File: src/rtl/filt_out_capture.sv
// Capture stage behind the Butterworth filter: it drops the start-up transient,
// decimates the sample stream and queues the kept samples for a valid/ready reader.
module filt_out_capture #(
    parameter int DATA_W  = 16,
    parameter int DEPTH   = 16,
    parameter int DECIM_W = 8,
    parameter int SETTLE  = 8
) (
    input  logic                     CLK,
    input  logic                     RST_N,
    input  logic                     en,
    input  logic [DECIM_W-1:0]       decim,
    input  logic [DATA_W-1:0]        sample_in,
    input  logic                     rd_ready,
    output logic                     rd_valid,
    output logic [DATA_W-1:0]        rd_data,
    output logic [$clog2(DEPTH):0]   count,
    output logic                     overflow,
    input  logic                     clr_ovf
);

    localparam int AW = $clog2(DEPTH);
    localparam int SW = (SETTLE > 1) ? $clog2(SETTLE) : 1;
    // The cycle in which en is first seen high is the first discarded sample.
    localparam logic [SW-1:0] SETTLE_LAST = SW'((SETTLE > 1) ? SETTLE - 1 : 0);
    localparam logic [AW:0]   FULL_CNT    = (AW + 1)'(DEPTH);

    localparam logic [1:0] ST_IDLE   = 2'd0;
    localparam logic [1:0] ST_SETTLE = 2'd1;
    localparam logic [1:0] ST_RUN    = 2'd2;

    logic [1:0]         state_q, state_d;
    logic [SW-1:0]      settle_q, settle_d;
    logic [DECIM_W-1:0] dec_q, dec_d;
    logic [AW-1:0]      wr_ptr_q, wr_ptr_d;
    logic [AW-1:0]      rd_ptr_q, rd_ptr_d;
    logic [AW:0]        count_q, count_d;
    logic               ovf_q, ovf_d;
    logic               rd_valid_q;
    logic [DATA_W-1:0]  mem_q [DEPTH];

    logic keep_s, empty_s, full_s, pop_s, push_s, drop_s;

    // Capture sequencing: idle, transient discard, decimated run.
    always_comb begin
        state_d  = state_q;
        settle_d = settle_q;
        dec_d    = dec_q;
        if (!en) begin
            state_d  = ST_IDLE;
            settle_d = {SW{1'b0}};
            dec_d    = {DECIM_W{1'b0}};
        end else begin
            case (state_q)
                ST_IDLE: begin
                    dec_d = {DECIM_W{1'b0}};
                    if (SETTLE > 1) begin
                        state_d  = ST_SETTLE;
                        settle_d = SW'(1);
                    end else begin
                        state_d  = ST_RUN;
                        settle_d = {SW{1'b0}};
                    end
                end
                ST_SETTLE: begin
                    if (settle_q == SETTLE_LAST) begin
                        state_d  = ST_RUN;
                        settle_d = {SW{1'b0}};
                        dec_d    = {DECIM_W{1'b0}};
                    end else begin
                        settle_d = settle_q + 1'b1;
                    end
                end
                ST_RUN: begin
                    // >= also catches a decim lowered below the current count.
                    if (dec_q >= decim) begin
                        dec_d = {DECIM_W{1'b0}};
                    end else begin
                        dec_d = dec_q + 1'b1;
                    end
                end
                default: begin
                    state_d  = ST_IDLE;
                    settle_d = {SW{1'b0}};
                    dec_d    = {DECIM_W{1'b0}};
                end
            endcase
        end
    end

    // FIFO bookkeeping: push/pop/drop decisions and sticky overflow.
    always_comb begin
        keep_s  = en && (state_q == ST_RUN) && (dec_q == {DECIM_W{1'b0}});
        empty_s = (count_q == {(AW + 1){1'b0}});
        full_s  = (count_q == FULL_CNT);
        pop_s   = !empty_s && rd_ready;
        push_s  = keep_s && (!full_s || pop_s);
        drop_s  = keep_s && full_s && !pop_s;
        wr_ptr_d = push_s ? wr_ptr_q + 1'b1 : wr_ptr_q;
        rd_ptr_d = pop_s  ? rd_ptr_q + 1'b1 : rd_ptr_q;
        case ({push_s, pop_s})
            2'b10:   count_d = count_q + 1'b1;
            2'b01:   count_d = count_q - 1'b1;
            default: count_d = count_q;
        endcase
        if (drop_s) begin
            ovf_d = 1'b1;
        end else if (clr_ovf) begin
            ovf_d = 1'b0;
        end else begin
            ovf_d = ovf_q;
        end
    end

    // Control and status registers.
    always_ff @(posedge CLK or negedge RST_N) begin
        if (!RST_N) begin
            state_q    <= ST_IDLE;
            settle_q   <= {SW{1'b0}};
            dec_q      <= {DECIM_W{1'b0}};
            wr_ptr_q   <= {AW{1'b0}};
            rd_ptr_q   <= {AW{1'b0}};
            count_q    <= {(AW + 1){1'b0}};
            ovf_q      <= 1'b0;
            rd_valid_q <= 1'b0;
        end else begin
            state_q    <= state_d;
            settle_q   <= settle_d;
            dec_q      <= dec_d;
            wr_ptr_q   <= wr_ptr_d;
            rd_ptr_q   <= rd_ptr_d;
            count_q    <= count_d;
            ovf_q      <= ovf_d;
            rd_valid_q <= (count_d != {(AW + 1){1'b0}});
        end
    end

    // Sample storage; cleared on reset so the head reads zero afterwards.
    always_ff @(posedge CLK or negedge RST_N) begin
        if (!RST_N) begin
            for (int i = 0; i < DEPTH; i++) begin
                mem_q[i] <= {DATA_W{1'b0}};
            end
        end else if (push_s) begin
            mem_q[wr_ptr_q] <= sample_in;
        end else begin
            mem_q[wr_ptr_q] <= mem_q[wr_ptr_q];
        end
    end

    assign rd_valid = rd_valid_q;
    assign rd_data  = mem_q[rd_ptr_q];
    assign count    = count_q;
    assign overflow = ovf_q;

endmodule

File: config.mk
export PLATFORM = sky130hd
export DESIGN_NAME = filt_out_capture
export DESIGN_NICKNAME = d
export VERILOG_FILES = /design/src/rtl/filt_out_capture.sv
export SDC_FILE = /design/constraint.sdc
export NUM_CORES = 1
export LEC_CHECK = 0
export ABC_AREA = 1
export ABC_CLOCK_PERIOD_IN_PS = 2600
export BUFFER_PORTS_ARGS = -buffer_cell sky130_fd_sc_hd__buf_4
export CORE_MARGIN = 4
export CORE_UTILIZATION = 28
export CTS_BUF_LIST = sky130_fd_sc_hd__clkbuf_8 sky130_fd_sc_hd__clkbuf_16
export CTS_CLUSTER_SIZE = 30
export DETAILED_ROUTE_END_ITERATION = 7
export SYNTH_ARGS = -nofsm -noshare
export SYNTH_HDL_FRONTEND = slang
export SYNTH_SLANG_ARGS = --single-unit
File: constraint.sdc
create_clock -name CLK -period 2.6 [get_ports CLK]
set_input_delay 0.39 -clock CLK [delete_from_list [all_inputs] [get_ports CLK]]
set_output_delay 0.39 -clock CLK [all_outputs]
set_load 0.1 [all_outputs]
==> qor.csv <==
metric,value,unit
drt_pass1_iterations,6,
path_class,reg2out,
core-area,0.06160,mm^2
io_buffers,51,
avgViaCountPerCell,5.153,
synth_top_family_by_area,compound AO/OA/AOI/OAI gates,
multi_input_area,0.008696,mm^2
ios,52,
hold_viol,0,
pre_cts_ws,192.8,ps
clock-sinks,284,
layout_commonest_cell,nand2_1,
antenna_cells,0,
cp_max_fo,5,
clockBufferDepth,3,
routed_wl,65250,um
stdcell_count,3209,
drive_above_1_share,16.99,%
die_area,0.06624,mm^2
die_h,257.4,um
fin_nets,2396,
syn-num-nets,2368,
worstMarginPinSlew,981.6,ps
rows,91,
start_util,28.27,%
peakVddDrop,0.001239,V
slew_violations,0,
dp_cells,3126,
area_growth,18.91,%
fin_ws,-93.73,ps
crit_required,2210,ps
synth.yosys.seq_area_share,40.81,%
antenna_found_initial,0,
synthesis.area,0.01741,mm^2
root_buffer,clkbuf_16,
synth_fa_ha_area_share,1.552,%
grt_overflow,0,
cts.htree.levels,2,
die_w,257.4,um
clk_latency,530,ps
grt_pass1_vias,15353,
yosys_warnings,0,
setup_violations,11,
grt.total_usage,18.29,%
grt_setup_unrepaired,true,
drt-initial-drc-count,1542,
numCtsBuffers,34,
ant_nets,0,
maxCapViolations,0,
hold_depth,2,
regArea,0.007128,mm^2
reg2regPathDepth,8,
status,"complete, but fails checks",
muxShareOfSynthArea,0,%
num-fill-cells,6422,
synth-compound-area-share,25.82,%
hold_class,in2reg,
fin_skew,8.346,ps
dpl.hpwl,38360,um
synth.area.top_cells,"dfrtp_1 (41%), nand2_1 (14%), o21ai_0 (9.1%), a21oi_1 (4.7%), o21ai_1 (4.4%)",
power,0.01956,W
syn_inst,2318,
cts_tree,done,
clk_pin_slew,60,ps
synth_cell_types,36,
start_kind,flop,
vias,16537,
finalCriticalPeriod,2694,ps
arrival,2300,ps
setup.worst_path.end_class,primary output,
synthXorXnorAreaFrac,0.7042,%
ys_ff_latch,284,
syn-mean-instance-area,7.512,um^2
gp_congestion,0.8590,
finalCritPeriodShare,103.6,%
drcViolationCount,0,
p_leak,9.257,nW
slew_headroom,34.49,%
post_drt_wl_per_cell,20.33,um
synth_simple_gate_area_share,21.05,%
timing.fmax,371.2,MHz
synth_top_cell_by_area,dfrtp_1,
grt_pass1_wl,95280,um
synth_top_cell_area_share,40.81,%
final_cell_mix,"nand2_1 (624), o21ai_0 (286), dfrtp_1 (275), o21ai_1 (179), a21oi_1 (156)",
power.density,944.6,mW/mm^2
violations,setup timing,
grt_max_degree,88,
[flip-flops by register name (all words and copies together) (netlist names)]
name and count:
state_q 2, dec_q 8, rd_ptr_q 4, wr_ptr_q 4
settle_q 3, count 5, overflow 1, mem_q 256
rd_valid 1
[cells by family (layout without fill, tap and decap cells)]
kind of cell	count (synthesis)	in the layout
AND/OR/NAND/NOR	886	886
buffers and inverters	346	400
AO/OA/AOI/OAI	767	767
adder cells (fa/ha/maj)	21	21
flip-flops	284	284
XOR/XNOR	14	14
[layer usage]
layer  vias to the layer above  share of wire [%]  track usage [%]
met5                         -                  0                0
met4                         0                4.5            6.737
met3                       175                8.4            2.903
met2                       741                 45            29.36
met1                      7837                 42            25.00
li1                       7784                  -                -
[Yosys cell counts, drive strengths merged]
library cell,n
xor2,13
or2,16
nor3,1
xnor2,1
nand4,7
clkinv,10
a22o,1
o21ai,486
nor2,143
fa,1
dfrtp,284
clkbuf,62
nand2,635
o22ai,74
nand3,83
buf,122
a21oi,164
ha,20
nand3b,1
o211ai,25
o221ai,16
inv,152
o21a,1
[where the power goes]
group	total [W]	switching, W	internal [W]
Clock	0.00501	0.00199	0.00302
Combinational	0.00963	0.00649	0.00314
Sequential	0.00492	0.000231	0.00469
Total	0.0196	0.00871	0.0109
[cell type report]
cell class                 count  share of cell area, %
clock buffer                  53                  5.535
clock inverter                 9                 0.1934
inverter                     162                  2.997
multi-input combinational   1688                  42.00
sequential                   284                  34.43
tap                          837                  5.058
timing repair buffer         176                  9.790
[repair_timing]
item	in CTS	in global routing
pin swaps	1	22
buffers inserted	1	7
gates resized for setup	48	81
endpoints found under the setup margin	16	18
endpoints found under the hold margin	60	0
hold buffers	1	0
gates cloned	1	11
[critical path, cell delays in order, from the launching register on]
cell	delay, ps
dfrtp_4	500
buf_12	160
buf_12	140
clkbuf_16	170
o21ai_2	110
o22ai_1	80
o211ai_1	230
nand2_1	160
buf_12	200
[through the flow]
stage / util, % / hold WS, ps / TNS, ps / cell area, um^2
6_report: 33.61 / 70.35 / -547.1 / 20700
4_1_cts: 32.78 / 49.74 / -428.6 / 20190
2_1_floorplan: - / 94.41 / 0 / 17430
3_3_place_gp: 30.48 / 413.4 / 0 / 18780
5_1_grt: 33.61 / 61.74 / -1786 / 20700
3_5_place_dp: 30.48 / 412.9 / 0 / 18780
[worst paths after layout]
kind / start / slack (ps) / end
worst max-delay path: rd_ptr_q[0] / -90 / rd_data[0]
max in group asynchronous: RST_N / 1350 / rd_ptr_q[0]
worst min register to register: state_q[0] / 450 / state_q[0]
worst max register to register: wr_ptr_q[0] / 210 / mem_q[171]
min in group asynchronous: RST_N / 460 / mem_q[142]
worst min-delay path: clr_ovf / 70 / overflow
No activity file was read; power rests on OpenSTA's default activity.
